## config.mk

```make
export PLATFORM = sky130hd
export DESIGN_NAME = serial_adder_n
export DESIGN_NICKNAME = d
export VERILOG_FILES = /design/src/rtl/serial_adder_n.sv
export SDC_FILE = /design/constraint.sdc
export NUM_CORES = 1
export LEC_CHECK = 0
export ABC_AREA = 1
export CAP_MARGIN = 40
export CORE_AREA = 3 3 51 76
export DETAILED_ROUTE_END_ITERATION = 8
export DIE_AREA = 0 0 54 79
export MAX_ROUTING_LAYER = met4
export PLACE_DENSITY = 0.85
export SLEW_MARGIN = 10
export SYNTH_ARGS = -nofsm -noshare
export SYNTH_HDL_FRONTEND = slang
export SYNTH_SLANG_ARGS = --single-unit
export TNS_END_PERCENT = 50
```

## constraint.sdc

```tcl
create_clock -name clk -period 2 [get_ports clk]
set_input_delay 0.6 -clock clk [delete_from_list [all_inputs] [get_ports clk]]
set_output_delay 0.6 -clock clk [all_outputs]
set_load 0.02 [all_outputs]
```

## src/rtl/serial_adder_n.sv

```systemverilog
// Bit-serial adder/subtractor: processes STEP bits per cycle through a
// ripple chain of full adders, with the carry registered between chunks.
module serial_adder_n #(
  parameter int WIDTH = 8,
  parameter int STEP  = 1
) (
  input  logic             clk,
  input  logic             rst_n,
  input  logic             in_valid,
  output logic             in_ready,
  input  logic [WIDTH-1:0] a,
  input  logic [WIDTH-1:0] b,
  input  logic             cin,
  input  logic             sub,
  output logic             out_valid,
  input  logic             out_ready,
  output logic [WIDTH-1:0] sum,
  output logic             cout,
  output logic             ovf
);

  localparam int N  = WIDTH / STEP;
  localparam int CW = (N > 1) ? $clog2(N) : 1;
  localparam logic [CW-1:0] LAST = CW'(N - 1);

  typedef enum logic [1:0] {IDLE, RUN, DONE} state_t;

  state_t           state, state_next;
  logic [CW-1:0]    cnt;
  logic [WIDTH-1:0] a_r, b_r, acc;
  logic             carry;
  logic [STEP-1:0]  chunk_sum;
  logic [STEP:0]    c;
  logic [WIDTH-1:0] acc_next;

  // Ripple chain over the current low chunk of the shifting operands
  always_comb begin
    c         = '0;
    chunk_sum = '0;
    c[0]      = carry;
    for (int unsigned i = 0; i < STEP; i++) begin
      chunk_sum[i] = a_r[i] ^ b_r[i] ^ c[i];
      c[i+1]       = (a_r[i] & b_r[i]) | (c[i] & (a_r[i] ^ b_r[i]));
    end
    // New chunk enters at the top; after N chunks the LSB chunk sits at bit 0
    acc_next = WIDTH'({chunk_sum, acc} >> STEP);
  end

  always_ff @(posedge clk) begin
    if (!rst_n) state <= IDLE;
    else        state <= state_next;
  end

  always_comb begin
    state_next = state;
    in_ready   = 1'b0;
    out_valid  = 1'b0;
    case (state)
      IDLE: begin
        in_ready = 1'b1;
        if (in_valid) state_next = RUN;
      end
      RUN: begin
        if (cnt == LAST) state_next = DONE;
      end
      DONE: begin
        out_valid = 1'b1;
        if (out_ready) state_next = IDLE;
      end
      default: state_next = IDLE;
    endcase
  end

  always_ff @(posedge clk) begin
    if (!rst_n) begin
      cnt   <= '0;
      a_r   <= '0;
      b_r   <= '0;
      acc   <= '0;
      carry <= 1'b0;
      sum   <= '0;
      cout  <= 1'b0;
      ovf   <= 1'b0;
    end else begin
      case (state)
        IDLE: begin
          if (in_valid) begin
            a_r   <= a;
            b_r   <= sub ? ~b : b;
            carry <= sub | cin;
            acc   <= '0;
          end
        end
        RUN: begin
          a_r   <= a_r >> STEP;
          b_r   <= b_r >> STEP;
          carry <= c[STEP];
          acc   <= acc_next;
          if (cnt == LAST) begin
            cnt  <= '0;
            sum  <= acc_next;
            cout <= c[STEP];
            ovf  <= c[STEP] ^ c[STEP-1];
          end else begin
            cnt <= cnt + 1'b1;
          end
        end
        default: ;
      endcase
    end
  end

endmodule

```

# Word-level counts from Yosys, hierarchy flattened
# Cells that the tools add are included.
[totals]
reg_bits = 40
latchBits = 0
ramBits = 0
romBits = 0
in_bits = 22
output_inout_bits = 12
wordCells = 45
memories = 0
[op_classes]
addsub = 1
multipliers = 0
div = 0
order_cmp = 0
n_eq_ne = 6
shift = 0
mux = 16
bitwise_logic = 8
reduce_logical = 5
[ops]
columns = ["cell", "count"]
rows = [
  ["$pmux W8 S2", 3],
  ["$mux W8", 4],
  ["$not A8 Y8", 1],
  ["$mux W2", 3],
  ["$ne A2 B2 Y1 const B", 3],
  ["$pmux W2 S3", 1],
  ["$reduce_and A2 Y1", 2],
  ["$add A3 B1 Y3 const B", 1],
  ["$eq A3 B3 Y1 const B", 1],
  ["$mux W1", 3],
  ["$mux W3", 1],
  ["$reduce_and A3 Y1", 1],
  ["$xor A1 B1 Y1", 3],
  ["$and A1 B1 Y1", 2],
  ["$eq A2 B1 Y1 const B", 1],
  ["$eq A2 B2 Y1 const B", 1],
  ["$logic_not A2 Y1", 1],
  ["$or A1 B1 Y1", 2],
  ["$pmux W1 S2", 1],
  ["$reduce_bool A2 Y1", 1],
]

# Logic depth before layout (Yosys ltp)
[depth]
ltp_word = 4
ltp_mapped = 8
mapped_depth_nobuf = 7

# Worst setup path after synthesis
# No wires, ideal clock.
[synth_timing]
path_kind = "register to output"
from = "reg state[0]"
to = "out out_valid"
t_arrival_ns = 0.811
t_required_ns = 1.400
slack_ns = 0.589
stages_incl_launch_ff = 3
n_path_buf = 1
path_cell_list = "dfxtp_1 > buf_4 > nor2_1"
[synth_via]
elab_chain_len = 2
[synth_lines]
columns = ["item", "line", "text"]
rows = [
  ["from (decl)", "28", "state_t state, state_next;"],
  ["from (signal assigned)", "51", "else state <= state_next;"],
  ["$eq A2 B2 Y1", "58", "case (state)"],
  ["$mux W1", "58", ""],
  ["to (decl)", "15", "output logic out_valid,"],
]
# No other way between the ends.

# Worst setup path in the final report
[layout_timing]
from = "reg ovf"
to = "out ovf"
[layout_rtl]
columns = ["item", "line", "text"]
rows = [
  ["from (decl)", "19", "output logic ovf"],
  ["from (signal assigned)", "103", "ovf <= c[STEP] ^ c[STEP-1];"],
]
# No word-level cell between the ends.

==> summary.txt <==
status = finished clean
share of layout cells above drive strength 1 = 0.0800
Final Cycle Share = 0.938
clock-pin slew on the worst setup and hold paths = 0.07 ns
#FFs+latches synth = 39
minimum clock period = 1.88 ns
first-pass GRT wire length = 6.49 mm
diode count = 0
post-synth cell types = 20
Ys Warns = 0
initial antenna violation count = 0
nets = 325
core box area = 0.00322 mm2
clk sinks = 39
total track usage = 0.208
Mapped Avg Cell Area = 6.78 um2
Ports = 34
CTS tree = done
Setup WS post-layout = 0.125 ns
DP Worst Slack = 0.243 ns
final setup violation count = 0
Critical Path AT = 1.28 ns
setup TNS = 0 ns
drt drc = 0
Static Leak = 0.00102 uW
Syn-to-layout area delta = 28.2%
first-pass detailed-route iteration total = 4
critical path class = flop to output pin
Slew Viols, Final = 0
root buf cell = clkbuf_8
CP Cell Sequence = clkdlybuf4s50_1
Max Cap Viol = 0
Routed WL = 3.86 mm
RSZ-0062 raised after global routing = no
Final Hold Vio Count = 0
Final Skew = 0.00665 ns
clock latency at the later pin of the worst-skew pair = 0.29 ns
Worst EP required = 1.40 ns
crit path buf inv count = 1
Routed met3 length = 228 um
Core Rows = 25
Synth Net Count = 287
Rel. slew slack = 0.847
Fmax = 0.533 GHz
wl on met1 = 1.56 mm
top_reg_cell synth = dfxtp_1
routability congestion estimate = 0.793
Seq/Total Area, Yosys = 0.439
post-synthesis instance total = 262
top sig layer = met4
Synth async-reset ratio = 0
number of global-route vias before repair = 1,578
final instance area = 0.00228 mm2
die height = 79 um
Max FO, Critical Path = 2
Max clock buf depth = 2
drt initial violations = 43
area share of the largest cell type after synthesis = 0.439
postcts setup bufs = 0
Die ar. = 0.00427 mm2
largest net degree at the start of global routing = 22
Synth area leaders = dfxtp_1 44%, nand2_1 18%, a21oi_1 9.3%
VDD IR max = 0.526 mV
DR vias/cell = 5.03
met2 WL = 2.00 mm
die width = 54 um
Antenna Violating Nets Remaining = 0
post-synthesis cell area = 0.00178 mm2
crit path capture type = output pin
startpoint types = flop
worst slew pin tran = 0.229 ns
Pwr Density = 767 mW/mm2
grt ovf = 0
Max stage delay on crit path = 0.62 ns
worst hold-check path type = flop to flop
slowest CP cell = clkdlybuf4s50_1
initial core utilization = 0.551
Area after DPL = 0.00217 mm2
number of synthesized flops with an enable pin = 0
number of port buffers = 33
via count = 1,710
final core utilization = 0.707
Top delay family on crit path = buffers and inverters
drt wl/cell = 11.4 um
Num CTS Buffers = 5
largest area contributor in the netlist = dfxtp_1
Post-DP HPWL = 2.74 mm
Max H-tree Level = 2
==> registers in the layout, indices dropped and copies added, names as in the netlist <==
name,flops
a_r,8
acc,7
b_r,8
carry,1
cnt,3
cout,1
ovf,1
state,2
sum,8
==> final timing paths <==
kind,start,endpoint,slack (ns),cells after the start
max,ovf,ovf,0.12,1
min,a_r[7],a_r[7],0.46,2
max reg2reg,cnt[0],sum[7],0.65,7
min reg2reg,a_r[7],a_r[7],0.46,2
==> power by group <==
part           internal [uW]  total [uW]  switching [uW]
Clock                    364         635             271
Combinational            122         272             149
Sequential               820         841            20.7
==> Yosys cell counts, types with 3 or more instances <==
master,n
inv_2,4
inv_1,27
nor2_1,23
nand3_1,7
o21ai_0,13
or2_0,8
clkbuf_1,3
dfxtp_1,39
nand2_1,85
a21oi_1,33
buf_2,7
==> layer usage <==
metal / vias up / track usage
li1: 879 / -
met1: 780 / 0.224
met2: 46 / 0.343
met3: 5 / 0.0432
met4: 0 / 0.117
met5: - / -
==> cell type report <==
class / count / area [um2]
well taps: 40 / 50.0
inverters: 32 / 120
repair buffers: 43 / 407
flip-flops and latches: 39 / 781
fillers: 258 / 943
clock buffers: 5 / 68.8
clock inverters: 2 / 37.5
multi-input cells: 179 / 815
==> kinds of logic (layout without fill, tap and decap cells) <==
family / count (synthesis) / in the layout / share of synthesized area
xor gates and xnor gates: 2 / 2 / 0.00986
DFF: 39 / 39 / 0.439
and+or+nand+nor: 125 / 125 / 0.283
buffers and inverters: 44 / 82 / 0.102
adders and majority gates: 3 / 3 / 0.0254
AOI/OAI and AO/OA: 49 / 49 / 0.140
==> placed cells by master, fill, tap and decap left out, types with 2 or more instances in the layout <==
master	n
nand2_1	85
dfxtp_1	39
a21oi_1	33
clkdlybuf4s50_1	31
inv_1	27
nor2_1	23
o21ai_0	13
buf_4	10
or2_0	8
nand3_1	7
clkbuf_8	5
inv_2	4
xor2_1	2
o21ai_1	2
ha_1	2
==> stage by stage <==
step | instances | hold WS (ns) | total power, uW
after CTS | 340 | 0.468 | 1760
after global placement | 333 | 0.451 | 1120
after floorplan | 262 | 0.440 | 1030
after global routing | 340 | 0.498 | 1830
after detailed placement | 333 | 0.455 | 1130
final | 340 | 0.464 | 1750
==> what timing repair did <==
item / in CTS / in global routing
hold buffers: 0 / 0
resized for setup: 1 / 1
endpoints found under the setup margin: 1 / 1
No activity file was read; power rests on OpenSTA's default activity.
